**src/rtl/ospe_result_drain.sv**
```systemverilog
// ospe_result_drain
// Read end of the output-stationary PE accumulate path. On a capture request
// all N lane partial sums are snapshotted in one cycle, the PEs are told to
// clear their psums, and the snapshot is streamed out one lane per cycle over
// a valid/ready interface. A capture landing on the final handshake of a
// frame starts the next frame with no bubble; any other capture while
// streaming is dropped and latched as a sticky overrun.
module ospe_result_drain #(
  parameter int WIDTH = 32,
  parameter int N     = 4,
  parameter int IDXW  = $clog2(N)
) (
  input  logic                 clk,
  input  logic                 rst,
  input  logic                 cap,
  input  logic [N*WIDTH-1:0]   psumIn,
  output logic                 psumClr,
  output logic [WIDTH-1:0]     oData,
  output logic [IDXW-1:0]      oIdx,
  output logic                 oValid,
  input  logic                 oReady,
  output logic                 oLast,
  output logic                 busy,
  output logic                 err
);

  localparam logic STIDLE   = 1'b0;
  localparam logic STSTREAM = 1'b1;

  localparam logic [IDXW-1:0] LASTIDX = IDXW'(N - 1);

  logic             state;
  logic [IDXW-1:0]  idx;
  logic [WIDTH-1:0] buffer [N];
  logic             clrReg;
  logic             errReg;

  logic             streaming;
  logic             atLast;
  logic             accept;
  logic             lastXfer;
  logic             capOk;
  logic             overrun;

  // Handshake and capture qualification decoded from the current state.
  always_comb begin
    streaming = (state == STSTREAM);
    atLast    = (idx == LASTIDX);
    accept    = streaming && oReady;
    lastXfer  = accept && atLast;
    // A capture is only taken when the buffer is free, or is being freed by
    // the final handshake this very cycle (back-to-back frames).
    capOk     = cap && (!streaming || lastXfer);
    overrun   = cap && streaming && !lastXfer;
  end

  // Control: state, lane index, clear pulse and sticky overrun flag.
  always_ff @(posedge clk) begin
    if (rst) begin
      state  <= STIDLE;
      idx    <= '0;
      clrReg <= 1'b0;
      errReg <= 1'b0;
    end else begin
      clrReg <= capOk;
      if (overrun) begin
        errReg <= 1'b1;
      end
      if (capOk) begin
        state <= STSTREAM;
        idx   <= '0;
      end else if (lastXfer) begin
        state <= STIDLE;
        idx   <= '0;
      end else if (accept) begin
        idx <= idx + IDXW'(1);
      end
    end
  end

  // Snapshot bank: one N*WIDTH register set, loaded only on an accepted capture.
  always_ff @(posedge clk) begin
    if (rst) begin
      for (int i = 0; i < N; i++) begin
        buffer[i] <= '0;
      end
    end else if (capOk) begin
      for (int i = 0; i < N; i++) begin
        buffer[i] <= psumIn[i*WIDTH +: WIDTH];
      end
    end
  end

  // Output view of the stream; data is a straight lane select, bit-exact.
  always_comb begin
    oValid  = streaming;
    busy    = streaming;
    oLast   = streaming && atLast;
    oIdx    = idx;
    oData   = buffer[idx];
    psumClr = clrReg;
    err     = errReg;
  end

endmodule
```
**config.mk**
```make
export PLATFORM = sky130hd
export DESIGN_NAME = ospe_result_drain
export DESIGN_NICKNAME = d
export VERILOG_FILES = /design/src/rtl/ospe_result_drain.sv
export SDC_FILE = /design/constraint.sdc
export NUM_CORES = 1
export LEC_CHECK = 0
export CAP_MARGIN = 20
export CORE_UTILIZATION = 57
export CTS_BUF_LIST = sky130_fd_sc_hd__clkbuf_4 sky130_fd_sc_hd__clkbuf_8 sky130_fd_sc_hd__clkbuf_16
export CTS_CLUSTER_DIAMETER = 200
export DETAILED_ROUTE_END_ITERATION = 8
export DONT_BUFFER_PORTS = 1
export PLACE_DENSITY = 0.72
export SLEW_MARGIN = 20
export SYNTH_ARGS = -nofsm -noshare
export SYNTH_HDL_FRONTEND = slang
export SYNTH_SLANG_ARGS = --single-unit
```
**constraint.sdc**
```tcl
create_clock -name clk -period 12.1 [get_ports clk]
set_input_delay 1.21 -clock clk [delete_from_list [all_inputs] [get_ports clk]]
set_output_delay 1.21 -clock clk [all_outputs]
set_load 0.005 [all_outputs]
```
### Word-level counts from Yosys, hierarchy flattened

Memory sizes are Yosys's and may differ from the RTL's. A register that Yosys moved wholly into a read port is not among the register bits.
Cells that the tools add are included.

* add/sub/neg operators: 1
* bitwise operators: 4
* reductions and logical operators: 11
* mux-type cells: 13
* eq/ne operators: 1

Operators with widths (count)
* $mux 32: 4
* $mux 1: 7
* $logic_and 1x1->1: 6
* $mux 2: 2
* $or 1x1->1: 4
* $reduce_or 3->1: 1
* $add 2x1->2 const B: 1
* $eq 2x2->1 const B: 1
* $logic_not 1->1: 2
* $reduce_bool 2->1: 1
* $logic_or 1x1->1: 1

* input bits: 132
* memories: 1
* word-level logic and storage cells: 35
* output and inout port bits: 39
* register bits after elaboration: 5
* memory bits (writable): 128

Memory list
* buffer: words 4, bits a word 32, rd ports 1, clocked after Yosys merged registers in 1, wr ports 4, RTL line 34 `logic [WIDTH-1:0] buffer [N];`

### Depth between registers and ports, before layout

Gate-level depths: netlist of the first run.

* depth after elaboration: 8
* depth in mapped cells: 5
* gate-level depth less buffers: 3

### Worst setup path before layout of the first run

Ideal clock, no wire load.

* path type: input to register
* start point: in cap
* end point: mem buffer[0][0] (enable)
* required time: 11308 ps
* slack: 836 ps
* stages: 3
* arrival: 10472 ps
* cell sequence: clkbuf_1 inv_1 o21ai_0

RTL lines
* start, declared: RTL line 15 `input logic cap,`
* end, declared: RTL line 34

==> results of run 1 <==
==> cells in the final DEF, fill, tap and decap left out, drive strengths merged <==
master     n
o31ai      1
nand4b     1
o21ai      1
ha         1
nand3b     1
mux2       1
dfxtp      7
bufinv     5
and2       1
inv        2
a21oi      1
a21bo      1
or3b       1
o22ai      1
a21boi     1
edfxtp   128
clkinv     5
clkbuf    22
and4     128
nor3       1
buf        5
a31oi      2
mux4      32
nand4bb    1
nand2b     2
diode      5
==> cells by family (layout without fill, tap and decap cells) <==
group | count (synthesis) | count (layout) | share of synthesized area (%)
DFF | 135 | 135 | 63.40
and+or+nand+nor | 136 | 136 | 18.82
muxes | 33 | 33 | 11.65
buffers and inverters | 53 | 39 | 4.978
adders and majority gates | 1 | 1 | 0.1991
other | 0 | 5 | 0
AOI/OAI and AO/OA | 8 | 8 | 0.9558
==> worst max-delay path: stages, from the launching register on <==
cell,delay (ns)
dfxtp_2,0.74
buf_4,0.46
mux4_2,0.61
==> sequential cells by signal, indices dropped and copies added, names as in the netlist, named ones only <==
| signal | flops |
|---|---|
| buffer | 128 |
| busy | 1 |
| err | 1 |
| oIdx | 2 |
| psumClr | 1 |
==> layout make-up <==
type                       instances  area, µm²  area share [%]
antenna                            5      12.51          0.1824
clock buffer                      22      457.9           6.678
clock inverter                    10      175.2           2.554
inverter                           2      7.507          0.1095
multi-input combinational        178       1998           29.14
sequential                       135       3986           58.13
tap                              136      170.2           2.481
timing repair buffer               5      50.05          0.7298
==> worst max path at each step <==
stage,cells past startpoint,to,startpoint
floorplan,3,buffer[0][0],cap
detailed placement,4,buffer[0][25],oReady
finish,2,oData[27],register
global placement,4,buffer[0][18],oReady
CTS,2,oData[27],register
global route,2,oData[27],register
==> where the power goes <==
group	internal (mW)	switching (mW)
clock	0.368	0.176
sequential	0.549	0.0116
combinational	0.0277	0.0361
==> through the flow <==
step / area [µm²] / setup slack [ns]
floorplan: 6284 / 0.8358
global placement: 6192 / 8.344
detailed placement: 6192 / 8.291
CTS: 6825 / 8.477
global route: 6853 / 8.378
finish: 6858 / 8.558
==> routing by layer <==
metal,up-vias,part of all wire [%],GRT usage [%]
met1,1669,39,28.64
li1,1532,-,-
met3,17,8.5,8.085
met4,0,2.0,9.785
met2,144,50,36.18
met5,-,0,0
==> run_results.csv, run 1 <==
group,metric,value,unit
placed_design,place_inst,455,
power_and_ir_drop,cellLeakagePower,2.453,nW
placed_design,hpwlAfterDp,7.237,mm
grt,grt_antenna_before_repair,3,
clock_tree,cts_tree,"built",
routing,wirelength,12.17,mm
floorplan,die_area,11450,µm²
logic_synthesis,synthTopCellsByArea,"edfxtp_1, and4_1, mux4_2",
routing,route.detailed.wl_per_inst,24.68,µm
grt,grt.overflow.total,0,
sta,finalSetupViolCount,0,
setup_path,cp.required,10.89,ns
sta,fin_crit_sh,29.27,%
grt,first_global_vias,3477,
floorplan,core_area,10510,µm²
logic_synthesis,yosysTopAreaCell,"edfxtp_1",
routing,drcViolationCount,0,
sta,max_freq,282.3,MHz
routing,postRouteAntennaNets,0,
hold_path,min_from,"err",
grt,grt_pass1_wl,19.29,mm
cells_and_area,layout.nets,472,
logic_synthesis,yosysTopAreaCellShare,61.17,%
floorplan,die_h,107.0,µm
logic_synthesis,syn_avg_cell_area,17.17,µm²
job,maxCapViolations,0,
sta,worst_clock_skew,0.006497,ns
cells_and_area,fill_cells,740,
hold_path,hold_path_class,"register to register",
setup_path,ff2ff_path_depth,5,
cells_and_area,area_delta_synth_final,9.140,%
floorplan,io_pins,171,
clock_tree,insertion_delay,0.50,ns
power_and_ir_drop,total_power,1.168,mW
routing,vias,3362,
setup_path,worstSetupEndpointType,"output pin",
clock_tree,numCtsBuffers,17,
grt,track_usage,22.86,%
sta,slew_headroom,33.40,%
floorplan,die_w,107.0,µm
hold_path,holdPathStages,2,
placed_design,io_buffers,0,
logic_synthesis,synth_async_sr_flop_share,0,%
placed_design,gp_congestion,0.7445,
setup_path,timing.rr.end,"buffer[1][26]",
sta,slew_viol_final,0,
hold_path,hold_end,"err",
sta,holdWs,0.5203,ns
logic_synthesis,synthesis.area,6284,µm²
routing,first_pass_iters,4,
setup_path,regToRegSetupSlack,8.86,ns
sta,worst_slew_pin_slew,0.9990,ns
clock_tree,hold_buffers,0,
cells_and_area,fin_util,65.26,%
logic_synthesis,syn_inst,366,
sta,rsz0062_at_grt,"no",
routing,avgViaCountPerCell,6.819,
setup_path,cp-start-kind,"register",
power_and_ir_drop,ir_drop,90.38,µV
clock_tree,cts_root_buffer,"clkbuf_8",
grt,grt_max_degree,132,
setup_path,cp.arrival,2.33,ns
logic_synthesis,ys_ff_latch,135,
logic_synthesis,yosys-top-cells-count,"and4_1, edfxtp_1, mux4_2",
clock_tree,post_cts_buffers,0,
sta,hold_violations,0,
clock_tree,clock_sinks,135,
clock_tree,cts.clk_slew.worst_paths,0.06,ns
logic_synthesis,syn-num-nets,499,
setup_path,r2r-start,"oIdx[0]",
clock_tree,htreeDepth,4,
logic_synthesis,synth_edf_count,128,
clock_tree,cts.path.max_buffers,2,
clock_tree,ctsResizeCount,0,
sta,fin_setup_tns,0,ns
cells_and_area,drive_above_1_share,21.88,%
logic_synthesis,ys.flop_type,"edfxtp_1",
cells_and_area,final_cell_count_no_fill,493,
routing,drtIter0Drc,247,
logic_synthesis,yosysSeqAreaShare,63.40,%
setup_path,critical_path_class,"register to output pin",
logic_synthesis,yosysUniqueCellTypes,26,
floorplan,initial_utilization,59.79,%
logic_synthesis,yosys_warnings,0,
sta,min_period,3.542,ns
power_and_ir_drop,powerDensity,170.3,nW/µm²
floorplan,rows,37,
setup_path,cp_max_fo,17,
run_status,status,"complete, no violations",
Power figures use the tool's default switching activity.
==> run 2, diff against run 1 <==
--- a/config.mk
+++ b/config.mk
@@ -11,7 +11,7 @@
 export CTS_CLUSTER_DIAMETER = 200
 export DETAILED_ROUTE_END_ITERATION = 8
 export DONT_BUFFER_PORTS = 1
-export PLACE_DENSITY = 0.72
+export PLACE_DENSITY = 0.75
 export SLEW_MARGIN = 20
 export SYNTH_ARGS = -nofsm -noshare
 export SYNTH_HDL_FRONTEND = slang
==> constraint.sdc (replaced) <==
create_clock -name clk -period 2.9 [get_ports clk]
set_input_delay 0.29 -clock clk [delete_from_list [all_inputs] [get_ports clk]]
set_output_delay 0.29 -clock clk [all_outputs]
set_load 0.005 [all_outputs]
==> run_results.csv, run 2 (synthesis results as in run 1) <==
group,metric,value,unit
setup_path,cp.arrival,2.05,ns
sta,max_freq,426.8,MHz
clock_tree,cts.path.max_buffers,2,
sta,rsz0062_at_grt,"no",
cells_and_area,largest_reg_flops,128,
setup_path,max_stage_delay,0.69,ns
sta,min_period,2.343,ns
routing,route.detailed.wl_per_inst,25.53,µm
floorplan,rows,37,
setup_path,cp-start-kind,"register",
setup_path,worstSetupEndpointType,"output pin",
routing,drtIter0Drc,204,
routing,vias,3439,
cells_and_area,layout.nets,478,
routing,postRouteAntennaNets,0,
sta,fin_setup_tns,0,ns
grt,grt_max_degree,129,
sta,finalSetupViolCount,0,
sta,fin_crit_sh,80.80,%
sta,hold_violations,0,
run_status,status,"complete, no violations",
grt,grt.overflow.total,0,
setup_path,path_delay_family,"flip-flops",
setup_path,r2r-start,"oIdx[1]",
setup_path,cp_slowest_cell,"dfxtp_2",
clock_tree,post_cts_buffers,0,
setup_path,path_buf_inv,1,
routing,avgViaCountPerCell,6.906,
clock_tree,htreeDepth,4,
sta,slew_viol_final,0,
setup_path,cp_max_fo,18,
floorplan,core_area,10510,µm²
sta,slew_headroom,35.96,%
power_and_ir_drop,ir_drop,495.0,µV
hold_path,holdPathStages,2,
floorplan,die_area,11450,µm²
power_and_ir_drop,cellLeakagePower,2.454,nW
clock_tree,numCtsBuffers,17,
routing,drcViolationCount,0,
floorplan,die_w,107.0,µm
setup_path,path_cells,"buf_12 > mux4_2",
clock_tree,clock_sinks,135,
cells_and_area,regMostFlops,"buffer",
grt,grt_antenna_before_repair,4,
floorplan,initial_utilization,59.79,%
sta,holdWs,0.03399,ns
clock_tree,insertion_delay,0.52,ns
cells_and_area,drive_above_1_share,21.79,%
floorplan,die_h,107.0,µm
power_and_ir_drop,powerDensity,666.5,nW/µm²
hold_path,hold_path_class,"primary input to register",
floorplan,io_pins,171,
setup_path,critical_path_class,"register to output pin",
setup_path,timing.rr.end,"buffer[1][4]",
sta,worst_clock_skew,0.006698,ns
setup_path,cp.required,2.61,ns
clock_tree,cts_root_buffer,"clkbuf_8",
setup_path,endpoint,"oData[23]",
setup_path,regToRegSetupSlack,0.98,ns
job,maxCapViolations,0,
cells_and_area,most-common-layout-cells,"and4_1, edfxtp_1, mux4_2",
routing,first_pass_iters,4,
setup_path,worstSetupPathDepth,2,
grt,track_usage,23.63,%
routing,wirelength,12.71,mm
clock_tree,cts.clk_slew.worst_paths,0.06,ns
placed_design,gp_congestion,0.7727,
setup_path,ff2ff_path_depth,4,
sta,worst_slew_pin_slew,0.9606,ns
cells_and_area,area_delta_synth_final,9.817,%
grt,grt_pass1_wl,19.55,mm
placed_design,hpwlAfterDp,7.597,mm
grt,first_global_vias,3471,
clock_tree,cts_tree,"built",
placed_design,io_buffers,0,
-- run 2: cell count changes in the layout (fill, tap and decap cells not counted), sizes merged --
cell         previous run  this run
clkinv                  5        10
dlygate4sd3             0         5
bufinv                  5         2
clkbuf                 22        19
buf                     5         6
clkinvlp                0         1
diode                   5         4
-- run 2: worst min-delay path by stage --
stage	from	to	slack, ns
3_5_place_dp	rst	oIdx[0]	0.35
5_1_grt	psumIn[84]	buffer[2][20]	0.005
4_1_cts	cap	buffer[1][18]	0.0004
6_report	cap	oIdx[1]	0.03
2_1_floorplan	err	err	0.46
3_3_place_gp	rst	oIdx[0]	0.36
-- run 2: layout make-up --
class / count / area [µm²]
Inverter: 2 / 7.507
Tap cell: 136 / 170.2
Clock buffer: 19 / 429.2
Clock inverter: 13 / 112.6
Antenna cell: 4 / 10.01
Sequential cell: 135 / 3991
Fill cell: 714 / 3608
Timing Repair Buffer: 11 / 157.7
Multi-Input combinational cell: 178 / 2022
-- run 2: report_power, final --
group          internal (mW)  total (mW)  switching [mW]
sequential              2.29        2.34          0.0495
combinational          0.132       0.291           0.159
clock                   1.22        1.97           0.752
-- run 2: what timing repair did --
action	in CTS	in global routing
endpoints found under the hold margin	25	0
hold buffers	5	0
resized for setup	0	0
-- run 2: routing by layer --
metal,share of wire (%),vias up,track usage [%],wire length [µm]
li1,-,1552,-,-
met1,40,1713,29.59,5063
met2,49,150,36.68,6215
met3,9.2,22,9.058,1175
met4,1.9,2,10.47,240
met5,0.13,-,0,17
-- run 2: per-stage QoR --
| step | instances | util (%) | area [µm²] | setup slack (ns) | power, mW |
|---|---|---|---|---|---|
| 2_1_floorplan | 366 | - | 6325 | -0.2105 | 2.622 |
| 3_3_place_gp | 457 | 59.94 | 6299 | 1.025 | 2.640 |
| 3_5_place_dp | 457 | 59.94 | 6299 | 0.9769 | 2.662 |
| 4_1_cts | 494 | 65.57 | 6890 | 0.4500 | 4.635 |
| 5_1_grt | 497 | 65.64 | 6898 | 0.3853 | 4.745 |
| 6_report | 498 | 65.66 | 6900 | 0.5568 | 4.599 |
